--- config.mk ---
export PLATFORM = sky130hd
export DESIGN_NAME = cdu_read_counter_bank
export DESIGN_NICKNAME = d
export VERILOG_FILES = /design/src/rtl/cdu_pkg.sv /design/src/rtl/cdu_rc_axis.sv /design/src/rtl/cdu_read_counter_bank.sv
export SDC_FILE = /design/constraint.sdc
export NUM_CORES = 1
export LEC_CHECK = 0
export CAP_MARGIN = 5
export CORE_MARGIN = 3
export CORE_UTILIZATION = 44
export CTS_BUF_LIST = sky130_fd_sc_hd__clkbuf_16
export CTS_CLUSTER_DIAMETER = 120
export DETAILED_ROUTE_END_ITERATION = 6
export GPL_ROUTABILITY_DRIVEN = 0
export PLACE_DENSITY_LB_ADDON = 0.12
export SYNTH_ARGS = -nofsm -noshare
export SYNTH_HDL_FRONTEND = slang
export SYNTH_SLANG_ARGS = --single-unit
--- constraint.sdc ---
create_clock -name CLOCKH -period 5.5 [get_ports CLOCKH]
set_clock_uncertainty 0.15 [all_clocks]
set_input_delay 1.1 -clock CLOCKH [delete_from_list [all_inputs] [get_ports CLOCKH]]
set_output_delay 1.1 -clock CLOCKH [all_outputs]
set_load 0.005 [all_outputs]
--- src/rtl/cdu_pkg.sv ---
`default_nettype none
// ============================================================================
// Module   : cdu_pkg
// Brief    : Shared width helpers and step encoding for the CDU read-counter bank
// Revision : 1.0  initial release
// ============================================================================
package cdu_pkg;

    // Signed pending accumulator width able to hold +/-max_pending
    function automatic int calc_pend_w(input int max_pending);
        return $clog2(max_pending + 1) + 1;
    endfunction

    function automatic int calc_slot_w(input int pulse_div);
        return (pulse_div > 1) ? $clog2(pulse_div) : 1;
    endfunction

    typedef enum logic [1:0] {
        STEP_NONE = 2'b00,
        STEP_UP   = 2'b01,
        STEP_DN   = 2'b10
    } step_e;

endpackage
`default_nettype wire

--- src/rtl/cdu_rc_axis.sv ---
`default_nettype none
// ============================================================================
// Module   : cdu_rc_axis
// Brief    : One CDU axis - pending accumulator, saturation, overflow flag,
//            angle register and rate-limited AGC pulse outputs
// Revision : 1.0  initial release
// ============================================================================
module cdu_rc_axis
    import cdu_pkg::*;
#(
    parameter int WIDTH       = 16,
    parameter int MAX_PENDING = 7
) (
    input  logic             CLOCKH,
    input  logic             rst_n,
    input  logic             i_slot_tick,
    input  logic             i_inc_up,
    input  logic             i_inc_dn,
    input  logic             i_zero,
    input  logic             i_rate_sel,
    input  logic             i_ovf_clr,
    output logic [WIDTH-1:0] o_angle,
    output logic             o_plus,
    output logic             o_minus,
    output logic             o_ovf
);

    localparam int c_pend_w = calc_pend_w(MAX_PENDING);
    localparam int c_sum_w  = c_pend_w + 1;
    localparam logic signed [c_sum_w-1:0] c_max_pos = c_sum_w'(MAX_PENDING);
    localparam logic signed [c_sum_w-1:0] c_max_neg = -c_max_pos;
    localparam logic signed [c_sum_w-1:0] c_one     = c_sum_w'(1);
    localparam logic [WIDTH-1:0]          c_lsb     = WIDTH'(1);

    logic signed [c_pend_w-1:0] r_pending;
    logic [WIDTH-1:0]           r_angle;
    logic                       r_plus;
    logic                       r_minus;
    logic                       r_ovf;

    step_e                      w_step;
    logic                       w_emit;
    logic                       w_drop;
    logic signed [c_sum_w-1:0]  w_after_emit;
    logic signed [c_sum_w-1:0]  w_inc;
    logic signed [c_sum_w-1:0]  w_sum;
    logic signed [c_pend_w-1:0] w_pending_next;

    // The emit step is removed first, so a same-edge strobe only overflows
    // when the accumulator was already pinned at the limit.
    always_comb begin
        w_emit = (i_rate_sel | i_slot_tick) && (r_pending != '0);
        w_step = STEP_NONE;
        if (w_emit) begin
            w_step = r_pending[c_pend_w-1] ? STEP_DN : STEP_UP;
        end

        w_after_emit = {r_pending[c_pend_w-1], r_pending};
        case (w_step)
            STEP_UP: w_after_emit = {r_pending[c_pend_w-1], r_pending} - c_one;
            STEP_DN: w_after_emit = {r_pending[c_pend_w-1], r_pending} + c_one;
            default: w_after_emit = {r_pending[c_pend_w-1], r_pending};
        endcase

        w_inc = '0;
        if (i_inc_up && !i_inc_dn) begin
            w_inc = c_one;
        end else if (i_inc_dn && !i_inc_up) begin
            w_inc = '1;
        end

        w_sum          = w_after_emit + w_inc;
        w_drop         = (w_sum > c_max_pos) || (w_sum < c_max_neg);
        w_pending_next = w_drop ? w_after_emit[c_pend_w-1:0] : w_sum[c_pend_w-1:0];
    end

    always_ff @(posedge CLOCKH or negedge rst_n) begin
        if (!rst_n) begin
            r_pending <= '0;
            r_angle   <= '0;
            r_plus    <= 1'b0;
            r_minus   <= 1'b0;
            r_ovf     <= 1'b0;
        end else begin
            if (w_drop && !i_zero) begin
                r_ovf <= 1'b1;
            end else if (i_ovf_clr) begin
                r_ovf <= 1'b0;
            end

            if (i_zero) begin
                r_pending <= '0;
                r_angle   <= '0;
                r_plus    <= 1'b0;
                r_minus   <= 1'b0;
            end else begin
                r_pending <= w_pending_next;
                r_plus    <= (w_step == STEP_UP);
                r_minus   <= (w_step == STEP_DN);
                case (w_step)
                    STEP_UP: r_angle <= r_angle + c_lsb;
                    STEP_DN: r_angle <= r_angle - c_lsb;
                    default: r_angle <= r_angle;
                endcase
            end
        end
    end

    assign o_angle = r_angle;
    assign o_plus  = r_plus;
    assign o_minus = r_minus;
    assign o_ovf   = r_ovf;

endmodule
`default_nettype wire

--- src/rtl/cdu_read_counter_bank.sv ---
`default_nettype none
// ============================================================================
// Module   : cdu_read_counter_bank
// Brief    : Multi-axis CDU read-counter bank with shared pulse-slot divider
// Revision : 1.0  initial release
// ============================================================================
module cdu_read_counter_bank
    import cdu_pkg::*;
#(
    parameter int NUM_AXES    = 3,
    parameter int WIDTH       = 16,
    parameter int PULSE_DIV   = 8,
    parameter int MAX_PENDING = 7
) (
    input  logic                      CLOCKH,
    input  logic                      rst_n,
    input  logic [NUM_AXES-1:0]       inc_up,
    input  logic [NUM_AXES-1:0]       inc_dn,
    input  logic [NUM_AXES-1:0]       zero_cdu,
    input  logic [NUM_AXES-1:0]       rate_sel,
    input  logic [NUM_AXES-1:0]       ovf_clr,
    output logic [NUM_AXES*WIDTH-1:0] angle,
    output logic [NUM_AXES-1:0]       agc_plus,
    output logic [NUM_AXES-1:0]       agc_minus,
    output logic [NUM_AXES-1:0]       pend_ovf
);

    localparam int                  c_slot_w    = calc_slot_w(PULSE_DIV);
    localparam logic [c_slot_w-1:0] c_slot_last = c_slot_w'(PULSE_DIV - 1);
    localparam logic [c_slot_w-1:0] c_slot_one  = c_slot_w'(1);

    logic [c_slot_w-1:0] r_slot_cnt;
    logic                w_slot_tick;

    assign w_slot_tick = (r_slot_cnt == c_slot_last);

    always_ff @(posedge CLOCKH or negedge rst_n) begin
        if (!rst_n) begin
            r_slot_cnt <= '0;
        end else if (w_slot_tick) begin
            r_slot_cnt <= '0;
        end else begin
            r_slot_cnt <= r_slot_cnt + c_slot_one;
        end
    end

    for (genvar gi = 0; gi < NUM_AXES; gi++) begin : g_axis
        cdu_rc_axis #(
            .WIDTH       (WIDTH),
            .MAX_PENDING (MAX_PENDING)
        ) u_axis (
            .CLOCKH      (CLOCKH),
            .rst_n       (rst_n),
            .i_slot_tick (w_slot_tick),
            .i_inc_up    (inc_up[gi]),
            .i_inc_dn    (inc_dn[gi]),
            .i_zero      (zero_cdu[gi]),
            .i_rate_sel  (rate_sel[gi]),
            .i_ovf_clr   (ovf_clr[gi]),
            .o_angle     (angle[gi*WIDTH +: WIDTH]),
            .o_plus      (agc_plus[gi]),
            .o_minus     (agc_minus[gi]),
            .o_ovf       (pend_ovf[gi])
        );
    end

endmodule
`default_nettype wire

==> impl_table.tex <==
\begin{tabular}{lr}
\hline
Metric & Value \\
\hline
\multicolumn{2}{l}{\textbf{Routing}} \\
\quad Via total after detailed routing & 5084 \\
\quad Post-DR wirelength/cell & around 15 um \\
\quad Routed wire length & between 10000 and 15000 um \\
\quad Average via count per standard cell & 5.58 \\
\quad Pre-Repair DR Iteration Count & 5 \\
\quad Iter 0 DRT Violations & 328 \\
\quad Number of antenna-violating nets in the routed design & 0 \\
\quad Number of design rule violations left after detail routing & 0 \\
\multicolumn{2}{l}{\textbf{STA}} \\
\quad Final hold vios & 0 \\
\quad Clock period minus worst slack & $\sim$4.7 ns \\
\quad Worst Tran Pin Value & between 1 and 1.5 ns \\
\quad F\_max & 211 MHz \\
\quad Worst slew margin relative to its limit & 0.293 \\
\quad Final setup violation count & 0 \\
\quad Final setup margin & $\sim$0.76 ns \\
\quad Unrepaired setup endpoints after global routing & no \\
\quad Total negative slack for setup checks & 0 ns \\
\quad Final max-slew violation count & 0 \\
\quad Share of the clock period used by the worst path & 0.863 \\
\multicolumn{2}{l}{\textbf{Clocking}} \\
\quad Post-cts sizing count & 0 \\
\quad Total number of H-tree levels & 3 \\
\quad TritonCTS Sinks & 72 \\
\quad Hold bufs inserted after CTS & 0 \\
\quad Clock Root Buffer & sky130\_fd\_sc\_hd\_\_clkbuf\_16 \\
\quad Latest clock arrival within the worst-skew pair & 0.34 ns \\
\quad Max clock buf depth & 2 \\
\quad Clock input transition at the sequential cells of the worst setup and hold paths & 0.05 ns \\
\quad TritonCTS clock tree & built \\
\quad TritonCTS buffer count & 9 \\
\quad Setup repair bufs after CTS & 0 \\
\multicolumn{2}{l}{\textbf{Global route}} \\
\quad Largest net degree at the start of global routing & 73 \\
\quad Met3 Use GR & 0.0309 \\
\quad Global-route wire length before repair & 24300 um \\
\quad Global routing usage summed across all routing layers & 0.198 \\
\quad Number of global-route vias before repair & roughly 5200 \\
\quad Overflow after GRT & 0 \\
\quad Antenna violations before repair & 0 \\
\quad Global routing's busiest layer & met2 \\
\quad Met1 capacity usage during global routing & 0.255 \\
\quad Met2 track utilization from global routing & 0.340 \\
\multicolumn{2}{l}{\textbf{Worst setup path}} \\
\quad Critical Path End Type & register \\
\quad Critical path data arrival time & 4.80 ns \\
\quad Worst Setup Path Type & in -> reg \\
\quad Largest stage delay on the critical path & 0.55 ns \\
\quad Critical-path cell with the highest stage delay & sky130\_fd\_sc\_hd\_\_clkdlybuf4s50\_1 \\
\quad Largest driver fanout on the critical path & 8 \\
\quad Type of origin of the critical path & input port \\
\quad CP Cell Sequence & clkdlybuf4s50\_1 > o21ai\_0 > buf\_4 > fa\_1 > xnor2\_1 > nor2\_1 > a21oi\_1 > inv\_1 > ha\_1 > a21o\_1 > a21oi\_2 > xnor3\_2 > a31oi\_4 > nor4\_1 > or4\_1 \\
\quad Worst reg-to-reg path cell count & 16 \\
\quad Required @ worst endpoint & around 5.6 ns \\
\multicolumn{2}{l}{\textbf{Logic synthesis}} \\
\quad Synthesized net count & 762 \\
\quad Register area share after synthesis & 0.303 \\
\quad Number of synthesized register bits & about 70 \\
\quad Area of the mapped netlist & around 6000 um\^{}2 \\
\quad Yosys warning total & 0 \\
\quad Cell variety after synth & 69 \\
\quad Async set-or-reset flop fraction in the synthesized netlist & 1.00 \\
\quad Synthesized area per cell & 8.91 um\^{}2 \\
\quad Post-synth EDFFs & 0 \\
\quad Number of instances in the synthesized netlist & 668 \\
\quad Main flop type after synthesis & sky130\_fd\_sc\_hd\_\_dfrtp\_1 \\
\multicolumn{2}{l}{\textbf{Job}} \\
\quad Max-capacitance violation count & 0 \\
\multicolumn{2}{l}{\textbf{Floorplan}} \\
\quad Number of cell rows & 41 \\
\quad Y dimension of the die & about 120 um \\
\quad Effective utilization at floorplan & 0.460 \\
\quad Die Footprint & between 10000 and 15000 um\^{}2 \\
\quad Boundary Pins & 74 \\
\quad Horizontal die dimension & 122 um \\
\quad Core Footprint & 12900 um\^{}2 \\
\multicolumn{2}{l}{\textbf{Final layout}} \\
\quad Area overhead of the layout relative to synthesis & 18.6\% \\
\quad Diodes inserted & 0 \\
\quad Final design utilization & 0.546 \\
\quad Total of fill cells in the finished design & $\sim$1200 \\
\quad Final net count & 829 \\
\quad Final non-filler cell total & 911 \\
\quad Share of post-route cells with drive strength above 1 & 0.0514 \\
\multicolumn{2}{l}{\textbf{Pwr}} \\
\quad Pwr dens & around 440 nW/um\^{}2 \\
\quad Worst VDD drop & 0.232 mV \\
\quad Static Leak & about 0.0034 uW \\
\multicolumn{2}{l}{\textbf{Run status}} \\
\quad Run status & finished, final reports clean \\
\multicolumn{2}{l}{\textbf{Placement}} \\
\quad Count of input and output buffers & 73 \\
\quad HPWL after detailed placement & 9980 um \\
\quad Pre-CTS setup slack & between 0.4 and 0.5 ns \\
\quad Instance count after placement with tap cells included & 896 \\
\multicolumn{2}{l}{\textbf{Hold path}} \\
\quad Hold Crit Depth & 1 \\
\quad Worst min path class & reg -> reg \\
\hline
\end{tabular}
-- metal layers --
metal,up-vias,routed length (um)
met5,-,0
met4,0,191
met3,14,480
met2,79,6760
met1,2454,6240
li1,2537,-
-- Yosys cell counts (3+ instances only) --
| cell | count | area share |
|---|---|---|
| sky130_fd_sc_hd__dfrtp_1 | 72 | 0.30 |
| sky130_fd_sc_hd__nand2_1 | 72 | 0.045 |
| sky130_fd_sc_hd__ha_1 | 68 | 0.14 |
| sky130_fd_sc_hd__a21oi_1 | 59 | 0.050 |
| sky130_fd_sc_hd__nor2_1 | 46 | 0.029 |
| sky130_fd_sc_hd__inv_1 | 45 | 0.028 |
| sky130_fd_sc_hd__o21ai_0 | 31 | 0.026 |
| sky130_fd_sc_hd__xnor2_1 | 26 | 0.038 |
| sky130_fd_sc_hd__xor2_1 | 22 | 0.032 |
| sky130_fd_sc_hd__a21o_1 | 19 | 0.024 |
| sky130_fd_sc_hd__a211oi_1 | 13 | 0.016 |
| sky130_fd_sc_hd__clkbuf_1 | 13 | 0.0082 |
| sky130_fd_sc_hd__nor3_1 | 12 | 0.010 |
| sky130_fd_sc_hd__buf_4 | 9 | 0.011 |
| sky130_fd_sc_hd__fa_1 | 9 | 0.030 |
| sky130_fd_sc_hd__nand3_1 | 9 | 0.0076 |
| sky130_fd_sc_hd__nor2b_1 | 8 | 0.0084 |
| sky130_fd_sc_hd__a22o_1 | 7 | 0.010 |
| sky130_fd_sc_hd__nor4_1 | 7 | 0.0074 |
| sky130_fd_sc_hd__o22ai_1 | 7 | 0.0074 |
| sky130_fd_sc_hd__a31oi_1 | 6 | 0.0063 |
| sky130_fd_sc_hd__mux2i_1 | 6 | 0.010 |
| sky130_fd_sc_hd__nand2b_1 | 6 | 0.0063 |
| sky130_fd_sc_hd__o21a_1 | 6 | 0.0076 |
| sky130_fd_sc_hd__o21bai_1 | 6 | 0.0076 |
| sky130_fd_sc_hd__o31ai_1 | 6 | 0.0076 |
| sky130_fd_sc_hd__a22oi_1 | 5 | 0.0063 |
| sky130_fd_sc_hd__or3_1 | 5 | 0.0053 |
| sky130_fd_sc_hd__o211ai_1 | 4 | 0.0050 |
| sky130_fd_sc_hd__or2_2 | 4 | 0.0042 |
| sky130_fd_sc_hd__or4_1 | 4 | 0.0050 |
| sky130_fd_sc_hd__a32o_1 | 3 | 0.0050 |
| sky130_fd_sc_hd__and3_1 | 3 | 0.0032 |
| sky130_fd_sc_hd__mux2_2 | 3 | 0.0057 |
| sky130_fd_sc_hd__nand4_1 | 3 | 0.0032 |
| sky130_fd_sc_hd__o21ai_1 | 3 | 0.0025 |
-- stage by stage --
step                      power, uW  hold WS [ns]  instance area, um^2
after floorplan                2060         0.253                 5950
after global placement         2490         0.268                 6810
after detailed placement       2550         0.268                 6810
after CTS                      3100         0.275                 7060
after global routing           3370         0.295                 7060
final                          3070         0.272                 7060
-- final timing paths --
check | from | end | slack [ns]
worst max-delay path | rate_sel[2] | g_axis[2].u_axis.r_pending[1] | 0.76
worst min-delay path | r_slot_cnt[0] | r_slot_cnt[0] | 0.27
worst max register to register | r_slot_cnt[0] | g_axis[2].u_axis.r_pending[1] | 1.08
worst min register to register | r_slot_cnt[0] | r_slot_cnt[0] | 0.27
max in group asynchronous | rst_n | g_axis[2].u_axis.o_angle[6] | 3.84
min in group asynchronous | rst_n | g_axis[1].u_axis.o_angle[10] | 0.76
-- registers in the layout (all words and copies together), names as in the netlist --
register and cells:
g_axis.u_axis.o_angle 48, g_axis.u_axis.o_minus 3, g_axis.u_axis.o_ovf 3, g_axis.u_axis.o_plus 3, g_axis.u_axis.r_pending 12, r_slot_cnt 3
-- cell type report --
cell class                 count  area [um^2]  area share
inverter                      45          169      0.0239
clock inverter                 6         28.8     0.00408
clock buffer                   9          225      0.0319
tap                          172          215      0.0305
multi-input combinational    527         3840       0.544
sequential                    72         1800       0.255
timing repair buffer          80          781       0.111
-- critical path, delay by kind of cell --
| family | cells | cell delay [ns] |
|---|---|---|
| compound gates | 5 | 0.88 |
| buf+inv | 3 | 0.84 |
| fa+ha+maj | 2 | 0.71 |
| simple gates | 3 | 0.67 |
| xor+xnor | 2 | 0.61 |
-- cells in the final DEF (no fill, tap or decap), types with 12 or more instances in the layout --
cell / instances
sky130_fd_sc_hd__a211oi_1: 13
sky130_fd_sc_hd__a21o_1: 19
sky130_fd_sc_hd__a21oi_1: 59
sky130_fd_sc_hd__clkdlybuf4s50_1: 72
sky130_fd_sc_hd__dfrtp_1: 72
sky130_fd_sc_hd__ha_1: 68
sky130_fd_sc_hd__inv_1: 46
sky130_fd_sc_hd__nand2_1: 72
sky130_fd_sc_hd__nor2_1: 46
sky130_fd_sc_hd__nor3_1: 12
sky130_fd_sc_hd__o21ai_0: 31
sky130_fd_sc_hd__xnor2_1: 26
sky130_fd_sc_hd__xor2_1: 22
-- cells by family (layout without fill, tap and decap cells) --
family	Yosys count	count (layout)	share of synthesized area
adder cells (fa/ha/maj)	77	77	0.173
buffers and inverters	69	140	0.0521
multiplexers	9	9	0.0158
AO/OA/AOI/OAI	201	201	0.225
flip-flops	72	72	0.303
XOR/XNOR	51	51	0.0822
AND/OR/NAND/NOR	189	189	0.149
-- power breakdown --
group | leakage, uW | internal [uW] | switching, uW | total, uW
Combinational | 0.00234 | 815 | 938 | 1750
Sequential | 0.000970 | 659 | 136 | 795
Clock | 0.000127 | 296 | 226 | 522
Power figures use the tool's default switching activity.
